==> config.mk <==
export PLATFORM = sky130hd
export DESIGN_NAME = gpio_seg7_display
export DESIGN_NICKNAME = d
export VERILOG_FILES = /design/src/rtl/gpio_seg7_display.sv
export SDC_FILE = /design/constraint.sdc
export NUM_CORES = 1
export LEC_CHECK = 0
export ABC_CLOCK_PERIOD_IN_PS = 2940
export CAP_MARGIN = 40
export CORE_MARGIN = 1
export CORE_UTILIZATION = 39
export CTS_CLUSTER_SIZE = 16
export DETAILED_ROUTE_END_ITERATION = 10
export GPL_ROUTABILITY_DRIVEN = 0
export GPL_TIMING_DRIVEN = 0
export PLACE_DENSITY = 0.62
export SYNTH_ARGS = -nofsm -noshare
export SYNTH_HDL_FRONTEND = slang
export SYNTH_SLANG_ARGS = --single-unit
==> constraint.sdc <==
create_clock -name clk -period 2.94 [get_ports clk]
set_clock_uncertainty 0.15 [all_clocks]
set_input_delay 0.441 -clock clk [delete_from_list [all_inputs] [get_ports clk]]
set_output_delay 0.441 -clock clk [all_outputs]
set_load 0.1 [all_outputs]
==> src/rtl/gpio_seg7_display.sv <==
// Drives a 4-digit multiplexed seven-segment display from the 8-bit GPIO LED value.
// It shows the value in decimal, converted by a sequential double-dabble, or as two hex nibbles.
module gpio_seg7_display #(
   parameter int unsigned REFRESH_COUNTS = 50_000
) (
   input  logic       clk,
   input  logic       rst,
   input  logic [7:0] value_in,
   input  logic       hex_mode,
   output logic [6:0] seg_n,
   output logic [3:0] an_n,
   output logic       busy
);

   localparam int unsigned CW = $clog2(REFRESH_COUNTS);
   localparam logic [4:0] BLANK = 5'h10;

   typedef enum logic [1:0] {IDLE, CONVERT, LOAD} state_t;

   state_t            state;
   logic [7:0]        shadow_value;
   logic              shadow_mode;
   logic [7:0]        bin;
   logic [11:0]       bcd;
   logic [11:0]       bcd_adj;
   logic [2:0]        shift_cnt;
   // Each digit is {blank, nibble}; glyph decoding happens at scan time.
   logic [3:0][4:0]   digits;
   logic [3:0][4:0]   next_digits;
   logic [CW-1:0]     refresh_cnt;
   logic [1:0]        scan_idx;

   function automatic logic [6:0] glyph(input logic [4:0] d);
      logic [6:0] g;
      if (d[4]) begin
         g = 7'h7F;
      end else begin
         case (d[3:0])
            4'h0:    g = 7'b1000000;
            4'h1:    g = 7'b1111001;
            4'h2:    g = 7'b0100100;
            4'h3:    g = 7'b0110000;
            4'h4:    g = 7'b0011001;
            4'h5:    g = 7'b0010010;
            4'h6:    g = 7'b0000010;
            4'h7:    g = 7'b1111000;
            4'h8:    g = 7'b0000000;
            4'h9:    g = 7'b0010000;
            4'hA:    g = 7'b0001000;
            4'hB:    g = 7'b0000011;
            4'hC:    g = 7'b1000110;
            4'hD:    g = 7'b0100001;
            4'hE:    g = 7'b0000110;
            default: g = 7'b0001110;
         endcase
      end
      return g;
   endfunction

   always_comb begin
      bcd_adj = bcd;
      for (int unsigned i = 0; i < 3; i++) begin
         if (bcd[i*4 +: 4] >= 4'd5) bcd_adj[i*4 +: 4] = bcd[i*4 +: 4] + 4'd3;
      end
   end

   // Leading-zero blanking: tens only blank when hundreds are blank too.
   always_comb begin
      next_digits = {BLANK, BLANK, BLANK, BLANK};
      if (shadow_mode) begin
         next_digits[1] = {1'b0, shadow_value[7:4]};
         next_digits[0] = {1'b0, shadow_value[3:0]};
      end else begin
         next_digits[0] = {1'b0, bcd[3:0]};
         if (bcd[11:8] != 4'd0) next_digits[2] = {1'b0, bcd[11:8]};
         if (bcd[11:4] != 8'd0) next_digits[1] = {1'b0, bcd[7:4]};
      end
   end

   always_ff @(posedge clk) begin
      if (rst) begin
         state        <= IDLE;
         shadow_value <= '0;
         shadow_mode  <= 1'b0;
         bin          <= '0;
         bcd          <= '0;
         shift_cnt    <= '0;
         busy         <= 1'b0;
         digits       <= {BLANK, BLANK, BLANK, 5'h00};
         refresh_cnt  <= '0;
         scan_idx     <= '0;
         seg_n        <= '1;
         an_n         <= '1;
      end else begin
         if (refresh_cnt == CW'(REFRESH_COUNTS - 1)) begin
            refresh_cnt <= '0;
            scan_idx    <= scan_idx + 2'd1;
         end else begin
            refresh_cnt <= refresh_cnt + CW'(1);
         end
         an_n  <= ~(4'b0001 << scan_idx);
         seg_n <= glyph(digits[scan_idx]);

         unique case (state)
            IDLE: begin
               if ({value_in, hex_mode} != {shadow_value, shadow_mode}) begin
                  shadow_value <= value_in;
                  shadow_mode  <= hex_mode;
                  bin          <= value_in;
                  bcd          <= '0;
                  shift_cnt    <= '0;
                  busy         <= 1'b1;
                  state        <= hex_mode ? LOAD : CONVERT;
               end
            end
            CONVERT: begin
               {bcd, bin} <= {bcd_adj, bin} << 1;
               shift_cnt  <= shift_cnt + 3'd1;
               if (shift_cnt == 3'd7) state <= LOAD;
            end
            LOAD: begin
               digits <= next_digits;
               busy   <= 1'b0;
               state  <= IDLE;
            end
            default: state <= IDLE;
         endcase
      end
   end

endmodule

# --- Yosys cells after proc, flatten, opt, wreduce, memory -nomap -nowiden ---
# Memories as Yosys holds them, arrays and structs flattened. A register that Yosys moved wholly into a read port is not among the register bits.
# Cells that the tools add are included.
op_classes:
  n_addsub: 6
  magnitude_cmp: 4
  n_eq_ne: 7
  shift: 1
  n_mux: 21
  n_bitwise: 1
  reduce_logical: 11
ops:
  columns: ["cell", "count"]
  rows:
  - ["$pmux 12 s2", 1]
  - ["$mux 5", 4]
  - ["$add 16x1->16 const B", 1]
  - ["$eq 16x16->1 const B", 1]
  - ["$pmux 8 s2", 1]
  - ["$ge 4x3->1 const B", 3]
  - ["$mux 12", 1]
  - ["$bmux 5 s2", 1]
  - ["$mux 10", 1]
  - ["$ne 9x9->1", 1]
  - ["$add 4x2->4 const B", 2]
  - ["$mux 4", 2]
  - ["$mux 8", 1]
  - ["$reduce_and 2->1", 4]
  - ["$reduce_bool 8->1", 1]
  - ["$mux 2", 3]
  - ["$mux 3", 2]
  - ["$pmux 3 s2", 1]
  - ["$ne 2x2->1 const B", 2]
  - ["$not 4->4", 1]
  - ["$pmux 2 s2", 1]
  - ["$reduce_bool 2->1", 2]
  - ["$reduce_bool 4->1", 1]
  - ["$reduce_or 2->1", 2]
  - ["11 further kinds", 11]
word_totals:
  regBits: 72
  rom_bits: 112
  input_bits: 11
  out_inout_bits: 12
  elab_cells: 65
  mem_count: 1
memory_table:
  columns: ["memory", "words", "word_bits", "read_ports", "rd_ports_with_merged_regs", "write_ports", "line", "text"]
  rows:
  - ["(name not given)", 16, 7, 1, 1, 0, "38", "case (d[3:0])"]

# --- Longest topological paths before layout ---
# Gate-level depths: netlist of the first run.
depth:
  depth_word: 3
  ltp_mapped: 8
  ltp_nobuf: 7

# --- Worst setup path before layout of the first run ---
# No wires, ideal clock.
synth_timing:
  path_kind: "reg-to-reg"
  startpoint: "register scan_idx[1]"
  endpoint: "register seg_n[3]"
  setup_time_ns: 0.138
  arrival_ns: 1.749
  t_required_ns: 2.652
  slack_ns: 0.904
  stages_incl_launch_ff: 9
  path_buffers: 1
  synth_period_minus_slack_ns: 2.036
  path_cell_list: "dfxtp_1 buf_2 mux2i_1 o22ai_1 inv_1 ha_1 nand2b_1 a21oi_1 o21ai_0"
synth_between:
  elab_chain_cells: 3
synth_rtl:
  columns: ["element", "line", "text"]
  rows:
  - ["from (decl)", "31", "logic [1:0] scan_idx;"]
  - ["from (signal assigned)", "97", "scan_idx <= scan_idx + 2'd1;"]
  - ["$bmux 5 s2 *", "102", "seg_n <= glyph(digits[scan_idx]);"]
  - ["$mux 5 (not written as such) *", "102", null]
  - ["$reduce_or 2->1 (no source line)", null, null]
  - ["to (decl)", "10", "output logic [6:0] seg_n,"]
# Mark *: on every way between the ends. The rest lies on a longest branch, timed or not. The select of a mux whose other input is x is not followed.
# A chain may end at the register's enable or synchronous reset.

# --- Final worst setup path of the first run ---
# Ends and elaborated chain as after synthesis.

==> results.txt, run 1 <==
Worst Tran Pin Value - 0.725 ns
clk slew on worst S/H paths - 0.08 ns
Pleak - 1.68 nW
PortBufs - 22
vias in the first global route - 2,825
Peak VDD IR - 241 uV
RSZ-0062 raised after global routing - no
Crit. End Element - register
Seq/Total Area, Yosys - 42.2%
drt wl/cell - 14.2 um
Final Setup Violations - 0
DP Cell Count - 557
top_reg_cell synth - dfxtp_1
Crit Reg-Reg Startpoint - scan_idx[1]$_SDFFE_PP0N_
Setup Buffers After CTS - 0
Cells on Worst Hold Path - 1
run status - finished, final reports clean
via count - 2,982
Total GRT Usage - 18.2%
Crit Path Max Fanout - 10
R2R depth - 8
CP Data Arrival Time - 2.45 ns
Slew Limit Fails - 0
synth-to-layout area growth - 20.4%
first-pass iteration count of the detailed router - 4
Inserted Diodes - 0
cell area after layout - 4450 sq um
CTS H-Tree Depth - 3
Sum Neg Setup Slack - 0 ns
first-pass GRT wire length - 13,900 um
layout cell share with drive strength beyond 1 - 8.23%
Die Span Y - 99.4 um
DRC - 0
Pwr Total - 2.45 mW
power per cell area - 549 nW/um^2
Via-to-Cell Ratio - 5.20
Core Region - 9200 sq um
capture point of the worst reg-to-reg path - seg_n[3]$_SDFF_PP1_
drt first-iter violations - 150
Placement Cell Area - 4240 sq um
Final period util - 81.1%
ys async rst share - 0%
IO Pins - 23
initial antenna violation count - 0
Clk Latency, worst-skew pair - 0.36 ns
worst hold start - refresh_cnt[0]$_SDFF_PP0_
fmax - 0.419 GHz
antenna viol nets, final - 0
post-CTS sizing - 0
Max Cap Viol - 0
row count - 35
Post-Syn Instances - 412
hold buffer count at CTS - 0
CTS tree - done
Die W - 99.4 um
maximum clock insertion buffer count - 2
Max-Slew Margin vs Limit - 51.5%
Worst Path Required - 3.00 ns
mapped cell area - 3700 sq um
area of the die - 9880 sq um
crit path time final - 2.38 ns
Worst R2R Setup Slack - 0.56 ns
Clock Sink Count - 78
largest net degree at the start of global routing - 14
synth warn - 0
worst min path class - reg2reg
nets - 487
number of hold violations in the final report - 0
detailed placer's ending HPWL - 6100 um
Setup CP Type - reg2reg
post-synthesis cell type count - 45
Starting Density - 40.2%
CP Launch Type - register
gr ovfl total - 0
clock tree root driver cell - clkbuf_8
cts bufs inserted - 9
syn_area_per_cell - 8.98 sq um
Hold EP - refresh_cnt[0]$_SDFF_PP0_
synthesis-stage register bit count - 78
Layout Cells excl Fill - 573
syn nets - 442
WL final - 8150 um
EDFF count, synth - 0
[Yosys cell counts (2+ instances only)]
cell type,count,area share (%)
buf_6,3,0.91
nand2b_1,10,1.7
nor2_1,78,7.9
and3_1,2,0.34
ha_1,19,6.4
o221ai_1,4,0.95
inv_1,16,1.6
buf_2,2,0.27
or3_1,3,0.51
nand3_1,11,1.5
o21ai_1,2,0.27
mux2i_1,25,6.8
a21oi_1,17,2.3
dfxtp_1,78,42
o311ai_0,2,0.47
buf_1,2,0.20
a211oi_1,7,1.4
nor3_1,12,1.6
a221oi_1,2,0.47
nand2_1,30,3.0
a22oi_1,10,2.0
xor2_1,6,1.4
xnor2_1,20,4.7
o22a_1,2,0.47
o21ai_0,7,0.95
o22ai_1,5,0.85
o221a_1,7,2.1
nand3b_1,2,0.41
nor2b_1,3,0.51
nor3b_1,2,0.41
clkbuf_1,9,0.91
[per-stage QoR]
stage               setup WS [ns]  hold WS, ns  util (%)
floorplan                   0.904        0.268         -
global placement            0.203        0.280      44.1
detailed placement          0.176        0.286      46.1
CTS                         0.523        0.302      48.4
global route                0.348        0.329      48.4
finish                      0.556        0.296      48.4
[flip-flops by register name, indices dropped and copies added, names as in the netlist]
signal,cells
refresh_cnt,16
digits,14
bcd,12
bin,8
shadow_value,8
seg_n,7
an_n,4
shift_cnt,3
scan_idx,2
state,2
busy,1
shadow_mode,1
[worst max-delay path, cell delays in order (launching register included)]
cell and delay, ns:
dfxtp_1 0.47, buf_2 0.27, mux2i_1 0.10, o22ai_1 0.42
inv_1 0.17, ha_1 0.29, nand2b_1 0.15, a21oi_1 0.13
o21ai_0 0.09
[cell families after synthesis]
| logic type | synth area share (%) |
|---|---|
| compound gates | 14.5 |
| xor+xnor | 6.60 |
| fa+ha+maj | 6.43 |
| buf+inv | 3.92 |
| flops | 42.2 |
| mux | 6.77 |
| simple gates | 19.6 |
[layout by cell type, fill, tap and decap left out, types with 4 or more instances in the layout]
master,synthesis,final
nor3_1,12,12
clkbuf_8,0,9
xnor2_1,20,20
a21oi_1,17,17
clkdlybuf4s50_1,0,22
nor2_1,78,78
a211oi_1,7,7
o21ai_0,7,7
xor2_1,6,6
o221a_1,7,7
clkbuf_1,9,10
o22ai_1,5,5
inv_1,16,16
dfxtp_1,78,78
ha_1,19,19
a22oi_1,10,10
o221ai_1,4,4
mux2i_1,25,25
nand2b_1,10,10
nand2_1,30,30
nand3_1,11,11
buf_8,0,12
[metal layers]
metal,part of all wire [%],track usage (%),vias up,wire [um]
met3,3.1,4.43,13,254
met1,50,24.2,1410,4040
met5,0,0,-,0
met2,46,28.8,46,3710
met4,1.7,6.33,0,139
li1,-,-,1513,-
[worst max-delay path by stage]
stage	endpoint	depth (start not counted)	startpoint
2_1_floorplan	seg_n[3]$_SDFF_PP1_	8	scan_idx[1]$_SDFFE_PP0N_
3_3_place_gp	shadow_value[1]$_SDFFE_PP0P_	7	value_in[5]
3_5_place_dp	shadow_value[4]$_SDFFE_PP0P_	7	hex_mode
4_1_cts	seg_n[3]$_SDFF_PP1_	8	scan_idx[1]$_SDFFE_PP0N_
5_1_grt	seg_n[3]$_SDFF_PP1_	8	scan_idx[0]$_SDFFE_PP0N_
6_report	seg_n[3]$_SDFF_PP1_	8	scan_idx[1]$_SDFFE_PP0N_
[report_power, final]
group | internal, mW | total [mW] | switching, mW
registers | 1.11 | 1.14 | 0.0334
clock network | 0.477 | 0.873 | 0.396
logic | 0.165 | 0.430 | 0.265
total | 1.75 | 2.45 | 0.694
[cell type report]
class                      instances  area (sq um)
buffer                            16          85.1
tap                              111           139
multi-input combinational        302          1990
fill                             866          4740
sequential                        78          1560
clock buffer                      10           128
inverter                          16          60.1
clock inverter                     6          86.3
timing repair buffer              34           400
(Power assumes the default switching activity.)
==> run 2, diff against run 1 <==
ABC_CLOCK_PERIOD_IN_PS = 1990   (was 2940)
PLACE_DENSITY = 0.64   (was 0.62)
clock period = 1.99 ns   (was 2.94 ns; I/O delays follow)
==> results.txt, run 2 (synthesis gave the netlist of run 1 again) <==
drt wl/cell - 14.4 um
gr ovfl total - 0
Slew Limit Fails - 0
crit path time final - 1.95 ns
Crit Path Max Fanout - 10
initial antenna violation count - 0
Core Region - 9200 sq um
Max Cap Viol - 0
cts bufs inserted - 9
drt first-iter violations - 116
detailed placer's ending HPWL - 6110 um
Starting Density - 40.2%
most common cell after layout, fill and taps aside - nor2_1
Inserted Diodes - 0
Top reg by flops - refresh_cnt
Via-to-Cell Ratio - 5.29
hold buffer count at CTS - 0
PortBufs - 22
Die Span Y - 99.4 um
IO Pins - 23
footprint of the multi-input gates - 2090 sq um
Util after Layout - 50.8%
maximum clock insertion buffer count - 2
CP Launch Type - input pin
worst setup margin - 0.0431 ns
area of the die - 9880 sq um
via count - 3,109
fmax - 0.514 GHz
Max-Slew Margin vs Limit - 61.4%
vias in the first global route - 2,969
number of hold violations in the final report - 0
Peak VDD IR - 267 uV
Worst Path Required - 2.05 ns
Crit. End Element - register
largest net degree at the start of global routing - 14
Pwr Total - 3.43 mW
Largest register FFs - 16
Setup CP Type - in2reg
power per cell area - 733 nW/um^2
Layout Cells excl Fill - 588
synth-to-layout area growth - 26.4%
cell area after layout - 4670 sq um
Total GRT Usage - 18.2%
first-pass iteration count of the detailed router - 4
dpl ws - -0.676 ns
Placement Cell Area - 4240 sq um
DP Cell Count - 557
Clock Sink Count - 78
CTS H-Tree Depth - 3
Clk Latency, worst-skew pair - 0.35 ns
row count - 35
WL final - 8500 um
Final Setup Violations - 0
Die W - 99.4 um
top flop regs - refresh_cnt: 16 flops, digits: 14 flops, bcd: 12 flops
first-pass GRT wire length - 14,100 um
highest-count cells in the layout ignoring fill and taps - nor2_1, dfxtp_1, nand2_1
FF/Latch Area - 1570 sq um
layout cell share with drive strength beyond 1 - 17.4%
clk slew on worst S/H paths - 0.09 ns
CP Data Arrival Time - 2.01 ns
Final period util - 97.8%
antenna viol nets, final - 0
filler instances - 834
Worst Tran Pin Value - 0.578 ns
run status - finished, final reports clean
Pleak - 1.84 nW
worst min path class - in2reg
CTS tree - done
clock tree root driver cell - clkbuf_8
nets - 502
DRC - 0
run 2: final cells by class:
type	count	area share, %
Multi-Input combinational cell	302	44.8
Sequential cell	78	33.6
Timing Repair Buffer	49	11.4
Tap cell	111	2.97
Clock buffer	10	2.73
Buffer	16	2.41
Inverter	16	1.29
Clock inverter	6	0.830
run 2: what timing repair did:
| action | 4_1_cts | 5_1_grt |
|---|---|---|
| endpoints found under the setup margin | 51 | 52 |
| hold endpoints to repair | 0 | 0 |
| setup buffers | 7 | 8 |
| cloned | 0 | 0 |
| pin swaps | 5 | 12 |
| resized for setup | 17 | 31 |
run 2: path summary, 6_finish.rpt:
kind                            depth (start not counted)  slack, ns                      endpoint                 startpoint
worst max register to register                          8       0.08           seg_n[3]$_SDFF_PP1_   scan_idx[1]$_SDFFE_PP0N_
worst min register to register                          1       0.31     refresh_cnt[0]$_SDFF_PP0_  refresh_cnt[0]$_SDFF_PP0_
worst max-delay path                                    4       0.04          bcd[10]$_SDFFE_PP0P_                        rst
worst min-delay path                                    3       0.16  shadow_value[6]$_SDFFE_PP0P_                value_in[6]
run 2: layer usage:
layer  up-vias  routed length [um]  GRT usage [%]
li1       1546                   -              -
met3        15                 279           3.23
met1      1496                3990           22.5
met4         0                 150           7.24
met2        52                4080           31.5
met5         -                   0              0
run 2: metrics by stage:
step | TNS [ns] | hold WS (ns)
floorplan | 0 | 0.268
global placement | -25.06 | 0.281
detailed placement | -26.19 | 0.288
CTS | 0 | 0.305
global route | -0.0415 | 0.197
finish | 0 | 0.162
run 2: power breakdown:
part | total, mW | internal (mW) | switching, mW
registers | 1.69 | 1.64 | 0.0543
clock network | 1.03 | 0.449 | 0.583
logic | 0.700 | 0.291 | 0.409
run 2: critical path, cell delays in order:
cell and delay [ns]:
clkdlybuf4s50_1 0.62, clkbuf_1 0.47, clkbuf_1 0.51, nor2_1 0.10
==> run 3, diff against run 2 <==
--- a/config.mk
+++ b/config.mk
@@ -7,2 +7,3 @@
 export LEC_CHECK = 0
+export ABC_AREA = 1
 export ABC_CLOCK_PERIOD_IN_PS = 1990
@@ -13,5 +14,6 @@
 export DETAILED_ROUTE_END_ITERATION = 10
+export DONT_BUFFER_PORTS = 1
 export GPL_ROUTABILITY_DRIVEN = 0
 export GPL_TIMING_DRIVEN = 0
-export PLACE_DENSITY = 0.64
+export PLACE_DENSITY = 0.61
 export SYNTH_ARGS = -nofsm -noshare
--- a/constraint.sdc
+++ b/constraint.sdc
@@ -4,2 +4,2 @@
 set_output_delay 0.2985 -clock clk [all_outputs]
-set_load 0.1 [all_outputs]
+set_load 0.05 [all_outputs]
==> results.txt, run 3 <==
run status - finished, final reports clean
cell area after layout - 4350 sq um
worst min path class - in2reg
Max Cap Viol - 0
detailed placer's ending HPWL - 5930 um
maximum clock insertion buffer count - 2
Cells on Worst Hold Path - 3
nets - 573
Setup CP Type - reg2reg
CTS H-Tree Depth - 3
Crit. End Element - register
Post-Syn Instances - 513
Total GRT Usage - 18.3%
drt wl/cell - 12.4 um
Worst Tran Pin Value - 0.577 ns
WL final - 8370 um
Final period util - 94.6%
Largest register FFs - 16
top post-synthesis cells by count - nand2_1, dfxtp_1, a21oi_1, inv_1, nor2_1
Max-Slew Margin vs Limit - 61.5%
top-count cell post-synth - nand2_1
DRC - 0
EDFF count, synth - 0
mapped cell area - 3790 sq um
R2R depth - 7
Placement Cell Area - 3950 sq um
filler instances - 940
first-pass GRT wire length - 14,600 um
gr ovfl total - 0
Clk Latency, worst-skew pair - 0.34 ns
post-synth top area cell - dfxtp_1
FF/Latch Area - 1560 sq um
Clock Sink Count - 78
CP Launch Type - register
Die Span Y - 101 um
top flop regs - refresh_cnt: 16 flops, digits: 14 flops, bcd: 12 flops
Peak VDD IR - 489 uV
largest cells by area after synthesis - dfxtp_1, nand2_1, a21oi_1
synthesis-stage register bit count - 78
Crit Path Max Fanout - 10
Starting Density - 40.7%
vias in the first global route - 3,165
initial antenna violation count - 0
Die W - 101 um
crit path time final - 1.88 ns
RSZ-0062 raised after global routing - no
power per cell area - 780 nW/um^2
Slew Limit Fails - 0
clk slew on worst S/H paths - 0.08 ns
cts bufs inserted - 9
ys async rst share - 0%
Pwr Total - 3.39 mW
Util after Layout - 46.6%
CP Data Arrival Time - 1.96 ns
footprint of the multi-input gates - 1950 sq um
Sum Neg Setup Slack - 0 ns
via count - 3,337
top_reg_cell synth - dfxtp_1
row count - 35
share of the synthesized area in the top cell type - 41.2%
layout cell share with drive strength beyond 1 - 11.2%
Pleak - 1.70 nW
Inserted Diodes - 0
post-synthesis cell type count - 37
drt first-iter violations - 177
CTS tree - done
Seq/Total Area, Yosys - 41.2%
fmax - 0.531 GHz
Final Setup Violations - 0
PortBufs - 0
antenna viol nets, final - 0
Top reg by flops - refresh_cnt
syn nets - 543
IO Pins - 23
area of the die - 10,100 sq um
highest-count cells in the layout ignoring fill and taps - nand2_1, dfxtp_1, a21oi_1
synth warn - 0
number of hold violations in the final report - 0
syn_area_per_cell - 7.39 sq um
clock tree root driver cell - clkbuf_8
Worst R2R Setup Slack - 0.11 ns
synth-to-layout area growth - 14.6%
first-pass iteration count of the detailed router - 5
largest net degree at the start of global routing - 13
Via-to-Cell Ratio - 4.94
Worst Path Required - 2.07 ns
most common cell after layout, fill and taps aside - nand2_1
Core Region - 9330 sq um
run 3: critical path, stage by stage, from the launching register on:
cell,delay (ns)
dfxtp_2,0.34
buf_4,0.17
or2_4,0.26
a32oi_4,0.20
buf_6,0.15
ha_1,0.25
a31oi_1,0.18
nand2_1,0.07
run 3: cell type report:
class / count / share of cell area (%)
plain buffers: 17 / 2.24
clock buffers: 12 / 3.57
clock inverters: 3 / 0.460
inverters: 60 / 5.35
multi-input cells: 358 / 44.9
flip-flops and latches: 78 / 36.0
well taps: 129 / 3.71
repair buffers: 18 / 3.65
repair inverters: 1 / 0.115
run 3: logic make-up after synthesis:
| kind of cell | count (synthesis) | synth area share, % |
|---|---|---|
| xor+xnor | 7 | 1.62 |
| flops | 78 | 41.2 |
| buf+inv | 77 | 8.51 |
| fa+ha+maj | 19 | 6.27 |
| compound gates | 125 | 18.2 |
| simple gates | 207 | 24.2 |
run 3: timing repair:
item,in CTS,in global routing
resized for setup,4,16
pin swaps,2,3
setup endpoints to repair,6,20
hold buffers,8,0
buffers inserted,3,7
endpoints found under the hold margin,16,0
gates cloned,0,1
run 3: report_power, final:
part / internal (mW) / switching, mW / total, mW / leakage [nW]
sequential: 1.66 / 0.134 / 1.79 / 0.639
clock: 0.513 / 0.570 / 1.08 / 0.0845
combinational: 0.197 / 0.320 / 0.518 / 0.976
total: 2.37 / 1.02 / 3.39 / 1.70
run 3: path summary, 6_finish.rpt:
check | startpoint | endpoint
max | scan_idx[0]$_SDFFE_PP0N_ | seg_n[1]$_SDFF_PP1_
min | hex_mode | state[0]$_SDFFE_PP0P_
max reg2reg | scan_idx[0]$_SDFFE_PP0N_ | seg_n[1]$_SDFF_PP1_
min reg2reg | refresh_cnt[0]$_SDFF_PP0_ | refresh_cnt[0]$_SDFF_PP0_
run 3: per-stage QoR:
| step | hold WS [ns] | setup slack (ns) | instances |
|---|---|---|---|
| finish | 0.0424 | 0.108 | 676 |
| global route | 0.0600 | 0.00827 | 676 |
| CTS | 0.0249 | 0.00569 | 668 |
| detailed placement | 0.292 | -0.163 | 642 |
| global placement | 0.282 | -0.147 | 642 |
| floorplan | 0.268 | 0.0337 | 513 |
run 3: layer usage:
metal / wire length (um) / global-route usage (%)
met1: 4030 / 24.2
met2: 3900 / 29.4
met3: 378 / 4.16
met4: 68 / 6.13
met5: 0 / 0
